`src/rtl/hazard_stall_ctrl_pkg.sv`:
```
// Shared pipeline encodings for the hazard/stall controller: register index width,
// Tuse/Tnew sentinels and default MDU latencies.
package hazard_stall_ctrl_pkg;

    localparam int unsigned REG_W        = 5;
    localparam logic [1:0]  TUSE_NEVER   = 2'd3;
    localparam int unsigned MULT_CYC_DEF = 5;
    localparam int unsigned DIV_CYC_DEF  = 10;

    // RAW hazard on one source operand against the E and M destinations.
    function automatic logic raw_hit(
        input logic [REG_W-1:0] src,
        input logic [1:0]       tuse,
        input logic [REG_W-1:0] a_e,
        input logic [1:0]       tnew_e,
        input logic [REG_W-1:0] a_m,
        input logic [1:0]       tnew_m
    );
        // Tnew never exceeds 2, so TUSE_NEVER cannot stall; the explicit test only documents it
        return (src != '0) && (tuse != TUSE_NEVER) &&
               (((src == a_e) && (tnew_e > tuse)) || ((src == a_m) && (tnew_m > tuse)));
    endfunction

endpackage

```
`src/rtl/md_busy_counter.sv`:
```
// Multiply/divide unit occupancy: loads the operation latency on issue in E and
// counts down to zero; a new issue always reloads.
module md_busy_counter #(
    parameter int unsigned CNT_W    = 4,
    parameter int unsigned MULT_CYC = 5,
    parameter int unsigned DIV_CYC  = 10
) (
    input  logic             clk,
    input  logic             reset,
    input  logic             start,
    input  logic             is_div,
    output logic [CNT_W-1:0] cnt,
    output logic             busy
);

    always_ff @(posedge clk) begin
        if (reset) begin
            cnt <= '0;
        end else if (start) begin
            cnt <= is_div ? CNT_W'(DIV_CYC) : CNT_W'(MULT_CYC);
        end else if (cnt != '0) begin
            cnt <= cnt - CNT_W'(1);
        end
    end

    // The issue cycle itself counts as busy, giving N+1 busy cycles in total.
    assign busy = start | (cnt != '0);

endmodule

```
`src/rtl/hazard_stall_ctrl.sv`:
```
// Decode-stage stall/flush controller: Tuse/Tnew RAW detection, MDU occupancy stall,
// pipeline enables/clears and a saturating stalled-cycle statistic.
module hazard_stall_ctrl
    import hazard_stall_ctrl_pkg::*;
#(
    parameter int unsigned MULT_CYC = MULT_CYC_DEF,
    parameter int unsigned DIV_CYC  = DIV_CYC_DEF,
    parameter int unsigned CNT_W    = 4,
    parameter int unsigned PERF_W   = 32
) (
    input  logic              clk,
    input  logic              reset,
    input  logic [REG_W-1:0]  rs_D,
    input  logic [REG_W-1:0]  rt_D,
    input  logic [1:0]        tuse_rs_D,
    input  logic [1:0]        tuse_rt_D,
    input  logic [REG_W-1:0]  a_E,
    input  logic [1:0]        tnew_E,
    input  logic [REG_W-1:0]  a_M,
    input  logic [1:0]        tnew_M,
    input  logic              md_use_D,
    input  logic              md_start_E,
    input  logic              md_div_E,
    output logic              stall,
    output logic              pc_en,
    output logic              if_id_en,
    output logic              id_ex_clr,
    output logic              md_busy,
    output logic [CNT_W-1:0]  md_cnt,
    output logic [PERF_W-1:0] stall_cycles
);

    logic stall_rs;
    logic stall_rt;
    logic md_stall;

    md_busy_counter #(
        .CNT_W    (CNT_W),
        .MULT_CYC (MULT_CYC),
        .DIV_CYC  (DIV_CYC)
    ) u_md_busy_counter (
        .clk    (clk),
        .reset  (reset),
        .start  (md_start_E),
        .is_div (md_div_E),
        .cnt    (md_cnt),
        .busy   (md_busy)
    );

    always_comb begin
        stall_rs  = raw_hit(rs_D, tuse_rs_D, a_E, tnew_E, a_M, tnew_M);
        stall_rt  = raw_hit(rt_D, tuse_rt_D, a_E, tnew_E, a_M, tnew_M);
        md_stall  = md_use_D & md_busy;
        stall     = stall_rs | stall_rt | md_stall;
        pc_en     = ~stall;
        if_id_en  = ~stall;
        id_ex_clr = stall;
    end

    always_ff @(posedge clk) begin
        if (reset) begin
            stall_cycles <= '0;
        end else if (stall && (stall_cycles != '1)) begin
            stall_cycles <= stall_cycles + PERF_W'(1);
        end
    end

endmodule

```
`config.mk`:
```
export PLATFORM = sky130hd
export DESIGN_NAME = hazard_stall_ctrl
export DESIGN_NICKNAME = d
export VERILOG_FILES = /design/src/rtl/hazard_stall_ctrl_pkg.sv /design/src/rtl/md_busy_counter.sv /design/src/rtl/hazard_stall_ctrl.sv
export SDC_FILE = /design/constraint.sdc
export NUM_CORES = 1
export LEC_CHECK = 0
export BUFFER_PORTS_ARGS = -buffer_cell sky130_fd_sc_hd__buf_2
export CORE_MARGIN = 2
export CORE_UTILIZATION = 30
export DETAILED_ROUTE_END_ITERATION = 10
export GPL_TIMING_DRIVEN = 0
export PLACE_DENSITY = 0.63
export SLEW_MARGIN = 20
export SYNTH_ARGS = -nofsm -noshare
export SYNTH_HDL_FRONTEND = slang
export SYNTH_SLANG_ARGS = --single-unit
```
`constraint.sdc`:
```
create_clock -name clk -period 4.2 [get_ports clk]
set_clock_uncertainty 0.1 [all_clocks]
set_input_delay 0 -clock clk [delete_from_list [all_inputs] [get_ports clk]]
set_output_delay 0 -clock clk [all_outputs]
set_load 0.005 [all_outputs]
```
Word-level counts from Yosys, hierarchy flattened
Index checks and enable logic that the tools add are counted.
Widths: inputs -> output; s select.
Word-level totals
  register bits after elaboration: 36
  bits of input ports: 33
  output and inout bits: 41
  logic and storage cells: 38
Operators by class
  add/sub/neg operators: 2
  order comparisons: 4
  equal/unequal tests: 7
  muxes and demuxes: 3
  bitwise logic cells: 5
  reductions and logical operators: 15
Operator list (number)
  $add 32x1->32 const B: 1
  $ne 32x32->1 const B: 1
  $eq 5x5->1: 4
  $mux 4: 3
  $reduce_bool 5->1: 2
  $logic_and 1x1->1: 9
  $gt 2x2->1: 4
  $ne 2x2->1 const B: 2
  $reduce_bool 4->1: 1
  $sub 4x1->4 const B: 1
  $or 1x1->1: 3
  $logic_or 1x1->1: 2
  $reduce_bool 2->1: 1
  $and 1x1->1: 1
  $not 1->1: 1

Logic depth before layout (Yosys ltp)
Gate-level depths: netlist (run 1).
  depth in word-level cells: 7
  mapped depth: 12
  depth with buffers taken out: 9

Modules after synthesis
From an unflattened synthesis (run 1), not the netlist that was laid out.
Unflattened totals
  cells, all modules: 286
  area, all modules: 2328.5 um^2
Modules (own cells, without submodules)
  hazard_stall_ctrl: times used 1, cells an instance 262, area each 2102.0 um^2, sequential area each 640.6 um^2
  md_busy_counter: times used 1, cells an instance 24, area each 226.5 um^2, sequential area each 80.1 um^2

Worst setup path after synthesis (run 1)
Ideal clock, no wire load.
  path kind: register -> register
  start: register stall_cycles[0]
  end: register stall_cycles[10]
  library setup time: 0.123 ns
  data arrival time: 2.077 ns
  required time: 3.977 ns
  slack: 1.900 ns
  cell stages (with the launch flop): 10
  buffers on the path: 2
  clock period less this slack: 2.300 ns
  path through: dfxtp_1 ha_1 nand3_1 or2_1 buf_2 nor4_1 nor2b_1 buf_2 nor4b_2 mux2_1
Between the ends
  word-level cells in the longest chain between the ends: 2
  elaborated cells between the ends (all ways): 3
  those cells by class: add/sub (1); eq/ne (1); reduce/logical (1)
RTL lines
  start: declaration: line hazard_stall_ctrl.sv:30  | output logic [PERF_W-1:0] stall_cycles
  start signal: assignment: line hazard_stall_ctrl.sv:64  | stall_cycles <= stall_cycles + PERF_W'(1);
  parallel branches: the longest is 2 deep, another holds $add 32x1->32
Several ways; the timed one is not identified.
A chain may end at the register's enable or synchronous reset.

Worst setup path after layout (run 1)
  start: register u_md_busy_counter.cnt[0]
  end: output port stall
Between the ends
  word-level cells in the longest chain between the ends: 4
RTL lines
  start: declaration: line md_busy_counter.sv:12  | output logic [CNT_W-1:0] cnt,
  start signal: assignment: line md_busy_counter.sv:20  | cnt <= is_div ? CNT_W'(DIV_CYC) : CNT_W'(MULT_CYC);
  start signal: assignment: line md_busy_counter.sv:22  | cnt <= cnt - CNT_W'(1);
  $reduce_bool 4->1: line md_busy_counter.sv:27  | assign busy = start | (cnt != '0);
  $or 1x1->1: line md_busy_counter.sv:27
  $and 1x1->1: line hazard_stall_ctrl.sv:53  | md_stall = md_use_D & md_busy;
  $or 1x1->1: line hazard_stall_ctrl.sv:54  | stall = stall_rs | stall_rt | md_stall;
  end: declaration: line hazard_stall_ctrl.sv:24  | output logic stall,
No other way between the ends.

==> flow_results.org, run 1 <==
** Status
- Run status :: finished clean

** STA
- Final Hold Fails :: 0
- WHS :: 0.234 ns
- The worst pin sits at a relative slew slack of 66.3%.
- Worst-Margin Slew :: 0.498 ns
- Final setup violation count :: 0
- The worst path needs 2.75 ns of the cycle, external delays included.
- The final number of max-transition violations came to 0.
- Derived from the worst setup path, the maximum achievable clock frequency is 364 MHz.
- Setup repair after global routing missed its margin :: false
- Final period utilization :: 65.5%
- For the final routed database, the setup TNS stands at 0 ns.

** Final layout
- Compared with the post-synthesis result, the final layout area differs by 26.3%.
- The number of antenna diodes in the final layout is 0.
- The finished cells cover 0.00300 sq mm.
- Area of the multi-input gates :: 0.00149 sq mm
- Final Instance Count excl. Fillers :: 479
- FF+latch area :: 721 sq um
- Filler cell count :: 823
- Fraction of layout cells with a size suffix above 1 :: 25.2%
- Core Util, Final :: 39.0%
- For this run, the post-layout net count is 420.

** Die
- The initial utilization of the core area, before any placement, comes to 30.9%.
- For this design the top-level I/O count stands at 74.
- From bottom edge to top edge, the die measures 93.0 microns.
- Site row count :: 32
- From left edge to right edge, the die measures 93.0 microns.
- The die covers 0.00865 sq mm.
- Placeable core region :: 0.00769 sq mm

** Power
- Power density over the cells :: 261 mW/mm^2
- The worst-case IR drop observed on VDD is 0.179 mV.
- Summed over all cells, the static leakage comes to 1.23 nW.

** Synthesis
- #FFs+latches synth :: 36
- The most used flip-flop cell after synthesis is dfxtp_1.
- Area of the mapped netlist :: 0.00238 sq mm
- Area fraction of the dominant cell type after synthesis :: 30.3%
- Largest cells by area after synthesis :: dfxtp_1 (30%), or4_1 (7.0%), a21oi_1 (6.7%)
- Post-synth EDFFs :: 0
- By instance count, the leading cell after synthesis is dfxtp_1.
- Counting flops with an async set or reset pin after synthesis yields a share of 0%.
- Counting every net in the synthesized netlist gives 336.
- Number of library cell types mapped by synthesis :: 39
- Sequential fraction of the synthesis area :: 30.3%
- Counting every instance in the synthesized netlist gives 292.
- Number of warnings printed during yosys synthesis :: 0
- Cell taking the most area after synthesis :: dfxtp_1
- In the synthesized netlist, the cells that appear most often are dfxtp_1 (36), a21oi_1 (32), or4_1 (22).
- Mean Syn Cell Area :: 8.14 sq um

** Place
- Routability congestion estimate :: 0.800
- Buffers placed on the I/O ports in this run total 73.
- Post-Place Cell Area :: 0.00287 sq mm
- Number of instances in the placed design :: 467
- Detailed placement HPWL :: 5.00 mm

** Critical path
- Category of the critical setup timing path :: reg -> out
- Along the worst path, the maximum fanout reaches 11.
- R2R Setup Slk :: 1.49 ns
- Element type at the critical path start :: register
- For the worst setup path, the data required time is 4.10 ns.
- Critical path arrival :: 2.65 ns
- Category of the worst setup path capture point :: primary output

** CTS
- Buffers inserted during clock tree synthesis total 5.
- Hold buffer count at CTS :: 4
- TritonCTS built the clock tree.
- After clock tree synthesis, the clock-pin slew on the worst setup and hold paths is 0.07 ns.
- Count of clock tree sinks :: 36
- Post-CTS Repair Setup Buffers :: 0
- Number of H-tree levels :: 2
- Resize count post-CTS :: 0
- The longest clock path from root to sink contains 2 buffers.
- The tree is rooted in a clkbuf_8.
- For the worst-skew pair, the clock arrives at the later sink with an insertion delay of 0.29 ns.

** Detailed routing
- The detail route stage leaves a number of antenna-violating nets equal to 0.
- Routed via count :: 2,511
- Wire per inst :: 13.7 microns
- The detailed router finished its first iteration with 113 violations.
- For this run, the detailed router's first-pass iteration total came to 4.
- For this run, design rule violations remaining after detail routing come to 0.
- Summed over all layers, the routed wires come to 6.54 mm.
- Number of vias per cell :: 5.24

** Global route
- In the global route stage, overall resource usage came out at 15.4%.
- Pin count of the biggest net entering global routing :: 12
- Via count of the first global-routing pass :: 2,351
- The first global-routing pass estimated 10.9 mm of wire.
- The initial antenna violation count was 0.
- Global routing finished with a remaining overflow of 0.

** Flow run
- Max-cap violations in this run came to 0.

** Min path
- In this run the worst hold path is classified as in -> reg.
==> final timing paths <==
| check | cells after the start | end | start |
|---|---|---|---|
| worst min register to register | 2 | stall_cycles[14] | stall_cycles[14] |
| worst max register to register | 9 | stall_cycles[0] | stall_cycles[0] |
| worst min-delay path | 6 | stall_cycles[16] | md_use_D |
| worst max-delay path | 12 | stall | u_md_busy_counter.cnt[0] |
==> per-layer routing <==
layer / track usage, % / vias to the layer above / wire length, microns
met5: 0 / - / 0
met4: 3.31 / 0 / 50
met3: 3.87 / 6 / 300
met2: 24.9 / 45 / 2990
met1: 20.8 / 1197 / 3200
li1: - / 1263 / -
==> final cells by class <==
| cell class | count | area share (%) |
|---|---|---|
| repair buffers | 77 | 13.5 |
| well taps | 102 | 4.25 |
| inverters | 12 | 1.50 |
| plain buffers | 20 | 3.88 |
| clock inverters | 2 | 0.333 |
| multi-input cells | 224 | 49.8 |
| clock buffers | 6 | 2.75 |
| flip-flops and latches | 36 | 24.0 |
==> critical path: stages (launching register included) <==
cell and delay (ns):
dfxtp_1 0.35, inv_1 0.09, ha_1 0.14, nor4b_1 0.41
inv_1 0.21, nand2_1 0.11, and3_1 0.16, buf_6 0.13
buf_2 0.21, buf_2 0.25, inv_1 0.07, buf_4 0.13
buf_2 0.11
==> logic make-up after synthesis <==
family                     after synthesis  share of synthesized area (%)
buffers and inverters                   32                           6.79
DFF                                     36                           30.3
and+or+nand+nor                        119                           29.6
adders and majority gates               11                           5.79
xor gates and xnor gates                22                           8.11
muxes                                    5                           2.32
AOI/OAI and AO/OA                       67                           17.1
==> per-stage QoR <==
stage / power (mW) / setup slack, ns
5_1_grt: 0.822 / 1.08
2_1_floorplan: 0.463 / 1.90
6_report: 0.784 / 1.45
3_3_place_gp: 0.524 / 1.55
3_5_place_dp: 0.527 / 1.54
4_1_cts: 0.789 / 1.42
==> layout by cell type, fill, tap and decap left out, types with 5 or more instances in the layout <==
master / n
xor2_1: 10
inv_1: 12
nor4_1: 7
clkbuf_8: 6
nor2b_1: 5
o31ai_1: 21
ha_1: 11
nand2_1: 17
o21ai_0: 8
or3_1: 7
a21oi_1: 32
nand4_1: 8
or4_1: 22
nand3_1: 17
and3_1: 8
buf_2: 79
dfxtp_1: 36
nor2_1: 9
clkbuf_1: 7
xnor2_1: 12
==> state kept, by name (all words and copies together) (netlist names) <==
register and count:
u_md_busy_counter.cnt 4, stall_cycles 32
==> where the power goes <==
group	switching [mW]	total, mW	internal [mW]
sequential	0.00957	0.359	0.350
clock	0.130	0.261	0.131
combinational	0.0883	0.163	0.0748
Power figures use the tool's default switching activity.
==> run 2, diff against run 1 <==
--- a/config.mk
+++ b/config.mk
@@ -5,12 +5,13 @@
 export SDC_FILE = /design/constraint.sdc
 export NUM_CORES = 1
 export LEC_CHECK = 0
+export ABC_AREA = 1
 export BUFFER_PORTS_ARGS = -buffer_cell sky130_fd_sc_hd__buf_2
 export CORE_MARGIN = 2
 export CORE_UTILIZATION = 30
 export DETAILED_ROUTE_END_ITERATION = 10
 export GPL_TIMING_DRIVEN = 0
-export PLACE_DENSITY = 0.63
+export PLACE_DENSITY = 0.61
 export SLEW_MARGIN = 20
 export SYNTH_ARGS = -nofsm -noshare
 export SYNTH_HDL_FRONTEND = slang
==> constraint.sdc (replaced) <==
create_clock -name clk -period 2.8 [get_ports clk]
set_clock_uncertainty 0.1 [all_clocks]
set_input_delay 0 -clock clk [delete_from_list [all_inputs] [get_ports clk]]
set_output_delay 0 -clock clk [all_outputs]
set_load 0.005 [all_outputs]
==> run 2 against run 1 <==
Flip-flop and latch count unchanged. Sequential share of layout area decreased by 2.9 points. Clock power increased by 38%. Wire length increased by 14%. Worst hold slack got worse by 0.23 ns. Core utilization decreased by 1.6 points. Power increased by 49%. Largest cell class unchanged. Combinational power increased by 66%. Worst setup slack got worse by 0.77 ns. Count of clock-buffer cells in the layout unchanged. Via count increased by 24%. First-iteration DRC count increased by 20%.
==> flow_results.org, run 2 <==
** CTS
- The number of levels the H-tree was split into is 2 (unchanged).
- Clock tree root buffer cell :: clkbuf_8 (unchanged)
- The cts-stage hold buffer count is 4 (unchanged).
- TritonCTS clock tree :: yes (unchanged)
- Clock buffer count from CTS :: 5 (unchanged)
- Count of clock tree sinks :: 36 (unchanged)
- Clock transition at the registers of the reported paths :: 0.07 ns (about the same)
- Resize count post-CTS :: 0 (unchanged)
- The source-to-sink clock delay at the later pin of the worst-skew pair is 0.29 ns (about the same).
- The number of post-CTS setup repair buffers came to 0 (unchanged).
- Maximum clock insertion buffer count :: 2 (unchanged)

** Power
- Total power after layout :: 1.17 mW (was 0.784 mW)
- Switching share of power :: 31.2% (was 29.1%)
- The fraction of power consumed by combinational cells came to 23.1% (was 20.8%).
- Net switching component of the power :: 0.365 mW (was 0.228 mW)
- Fraction of power consumed by sequential logic :: 46.1% (was 45.8%)
- Internal power :: 0.804 mW (was 0.555 mW)
- The total power per unit cell area came to 343 mW/mm^2 (was 261 mW/mm^2).
- The leakage dissipation was 1.80 nW (was 1.23 nW).
- The power share of the clock group is 30.8% (was 33.3%).
- VDD IR-drop max :: 0.162 mV (was 0.179 mV)

** Die
- The cell row count is 35 (was 32).
- Die area :: 0.0101 sq mm (was 0.00865 sq mm)
- The starting density of the core came to 30.6% (was 30.9%).
- The die outline width came to 100 microns (was 93.0 microns).
- Placeable core region :: 0.00911 sq mm (was 0.00769 sq mm)
- Vertical extent of the die :: 100 microns (was 93.0 microns)
- The top-level port count came to 74 (unchanged).

** Synthesis
- The instance count of the mapped netlist was 473 (was 292).
- Async SR Flop Fraction :: 0% (unchanged)
- Cell taking the most area after synthesis :: dfxtp_1 (unchanged)
- The number of flops mapped to enable cells by yosys came to 0 (unchanged).
- The mapped cell area was 0.00279 sq mm (was 0.00238 sq mm).
- Area fraction of the dominant cell type after synthesis :: 25.9% (was 30.3%)
- #FFs+latches synth :: 36 (unchanged)
- Number of warnings printed during yosys synthesis :: 0 (unchanged)
- The most frequent cell after synthesis is nand2_1 (was dfxtp_1).
- Synth top cells by count: nand2_1 (130), nor2_1 (75), inv_1 (70) (was dfxtp_1 (36), a21oi_1 (32), or4_1 (22)).
- Net count after synthesis :: 517 (was 336)
- Number of library cell types mapped by synthesis :: 29 (was 39)
- The sequential-to-total area share from yosys stat came to 25.9% (was 30.3%).
- Largest cells by area after synthesis: dfxtp_1 (26%), nand2_1 (18%), nor2_1 (10%) (was dfxtp_1 (30%), or4_1 (7.0%), a21oi_1 (6.7%)).
- Mean Syn Cell Area :: 5.89 sq um (was 8.14 sq um)
- Most frequently used flop master after synthesis :: dfxtp_1 (unchanged)

** STA
- Peak Freq :: 471 MHz
- The final count of negative-setup-slack endpoints is 0 (unchanged).
- Max-slew violations :: 0 (unchanged)
- For the finished layout, the period the worst path requires is 2.12 ns.
- The number of hold-slack violations in the final timing report is 0 (unchanged).
- Setup repair after global routing missed its margin: false (unchanged).
- Max_slew headroom :: 64.4% (was 66.3%)
- The actual slew at the worst max-slew pin came to 0.534 ns (was 0.498 ns).
- Final period utilization :: 75.9%
- Post-route setup TNS :: 0 ns (unchanged)

** Final layout
- The most common cell after layout, fill and taps aside is nand2_1 (was buf_2).
- Most frequent cells in the layout: nand2_1 (130), buf_2 (80), nor2_1 (75) (was buf_2 (79), dfxtp_1 (36), a21oi_1 (32)).
- The final cell count without fillers is 668 (was 479).
- Fraction of layout cells with a size suffix above 1 :: 20.5% (was 25.2%)
- Most flop-heavy register :: stall_cycles (unchanged)
- Registers with the highest flip-flop counts: stall_cycles (32), u_md_busy_counter.cnt (4) (unchanged).
- The number of antenna repair diodes came to 0 (unchanged).
- The flip-flop count of the largest register, all copies and words added was 32 (unchanged).
- Nets :: 601 (was 420)
- Synth-to-Final Area Change :: 22.3% (was 26.3%)

** Detailed routing
- The average via count per standard cell is 4.64 (was 5.24).
- The detailed-route wire length is 7.43 mm (was 6.54 mm).
- Initial DRC count :: 136 (was 113)
- Wire per inst :: 11.1 microns (was 13.7 microns)
- Post-detailed-route count of antenna-violating nets :: 0 (unchanged)
- The total number of vias came to 3,102 (was 2,511).
- Final routed DRC violation total :: 0 (unchanged)
- Count of TritonRoute iterations in the first routing pass :: 4 (unchanged)

** Min path
- The endpoint of the worst hold-timing path is u_md_busy_counter.cnt[3] (was stall_cycles[16]).
- Critical hold path startpoint :: md_start_E (was md_use_D)
- Instance count along the most critical hold path :: 4 (was 6)
- The type of the tightest min-delay check is in -> reg (unchanged).

** Status
- Run status: finished clean (unchanged).

** Critical path
- Worst R2R Path Depth :: 6 (was 9)
- The register-to-register setup slack is 0.84 ns (was 1.49 ns).
- The critical path start-end classification was reg -> out (unchanged).
- Category of the worst setup path capture point :: primary output (unchanged)
- The data required time at the worst endpoint was 2.70 ns (was 4.10 ns).
- The maximum fanout along the worst path is 11 (unchanged).
- The capturing point of the worst reg2reg path is u_md_busy_counter.cnt[2] (was stall_cycles[0]).
- The critical register-to-register path startpoint was u_md_busy_counter.cnt[0] (was stall_cycles[0]).
- The critical path launch point type is a register (unchanged).
- The data arrival time at the worst-slack endpoint came to 2.02 ns (was 2.65 ns).
- Critical path origin :: u_md_busy_counter.cnt[0] (unchanged)

** Global route
- The total congestion overflow came to 0 (unchanged).
- First-pass GRT wire length :: 12.4 mm (was 10.9 mm)
- Antenna violations before repair :: 0 (unchanged)
- Pin count of the biggest net entering global routing :: 12 (unchanged)
- Aggregate global-route resource usage :: 15.1% (was 15.4%)
- The via count of the first global-routing pass is 2,740 (was 2,351).

** Flow run
- The reported max-cap violation count came to 0 (unchanged).

** Place
- Detailed placement HPWL :: 5.89 mm (was 5.00 mm)
- The number of input and output port buffers inserted was 73 (unchanged).
- The number of placed instances, taps included was 657 (was 467).
- Routability congestion estimate :: 0.889 (was 0.800)
-- run 2: worst max-delay path, cell delays in order (launching register included) --
cell and delay [ns]:
dfxtp_1 0.39, inv_1 0.10, ha_1 0.21, nand4_1 0.14, nand2_1 0.11, nand3_2 0.18, buf_2 0.27, inv_1 0.08
buf_4 0.13, buf_2 0.11
-- run 2: layout make-up --
| type | count | area (sq um) |
|---|---|---|
| clock inverters | 1 | 5.00 |
| plain buffers | 12 | 72.6 |
| fillers | 1035 | 5700 |
| clock buffers | 6 | 72.6 |
| flip-flops and latches | 36 | 721 |
| inverters | 74 | 278 |
| repair buffers | 77 | 405 |
| multi-input cells | 351 | 1720 |
| well taps | 111 | 139 |
-- run 2: through the flow --
step | hold WS [ns] | util (%) | instance area (sq um) | setup slack, ns
after floorplan | -0.0276 | - | 2790 | 1.09
after global placement | 0.0993 | 36.1 | 3290 | 0.893
after detailed placement | 0.104 | 36.1 | 3290 | 0.867
after CTS | 0.00509 | 37.4 | 3410 | 0.647
after global routing | 0.0520 | 37.4 | 3410 | 0.520
final | 0.00873 | 37.4 | 3410 | 0.676
-- run 2: layer usage --
| metal | wire length (microns) | global-route usage [%] |
|---|---|---|
| met4 | 105 | 4.21 |
| met1 | 3610 | 19.2 |
| met5 | 0 | 0 |
| met3 | 308 | 2.51 |
| met2 | 3400 | 26.2 |
-- run 2: kinds of logic after synthesis --
| kind of cell | after synthesis | synth area share (%) |
|---|---|---|
| simple gates | 288 | 46.5 |
| buf+inv | 86 | 12.6 |
| compound gates | 47 | 8.62 |
| flops | 36 | 25.9 |
| fa+ha+maj | 11 | 4.94 |
| xor+xnor | 5 | 1.57 |
-- run 2: worst max-delay path by stage --
stage                        to  slack [ns]  depth (start not counted)
4_1_cts                   pc_en        0.65                          9
3_3_place_gp   stall_cycles[30]        0.89                         12
2_1_floorplan  stall_cycles[26]        1.09                         12
5_1_grt                   pc_en        0.52                          9
6_report                  pc_en        0.68                          9
3_5_place_dp   stall_cycles[30]        0.87                         12
-- run 2: power by group through the flow --
| stage | clock network [mW] | registers (mW) | logic, mW |
|---|---|---|---|
| after global routing | 0.398 | 0.543 | 0.307 |
| final | 0.360 | 0.540 | 0.270 |
| after floorplan | 0 | 0.549 | 0.163 |
| after global placement | 0 | 0.551 | 0.258 |
| after CTS | 0.373 | 0.540 | 0.273 |
| after detailed placement | 0 | 0.551 | 0.265 |
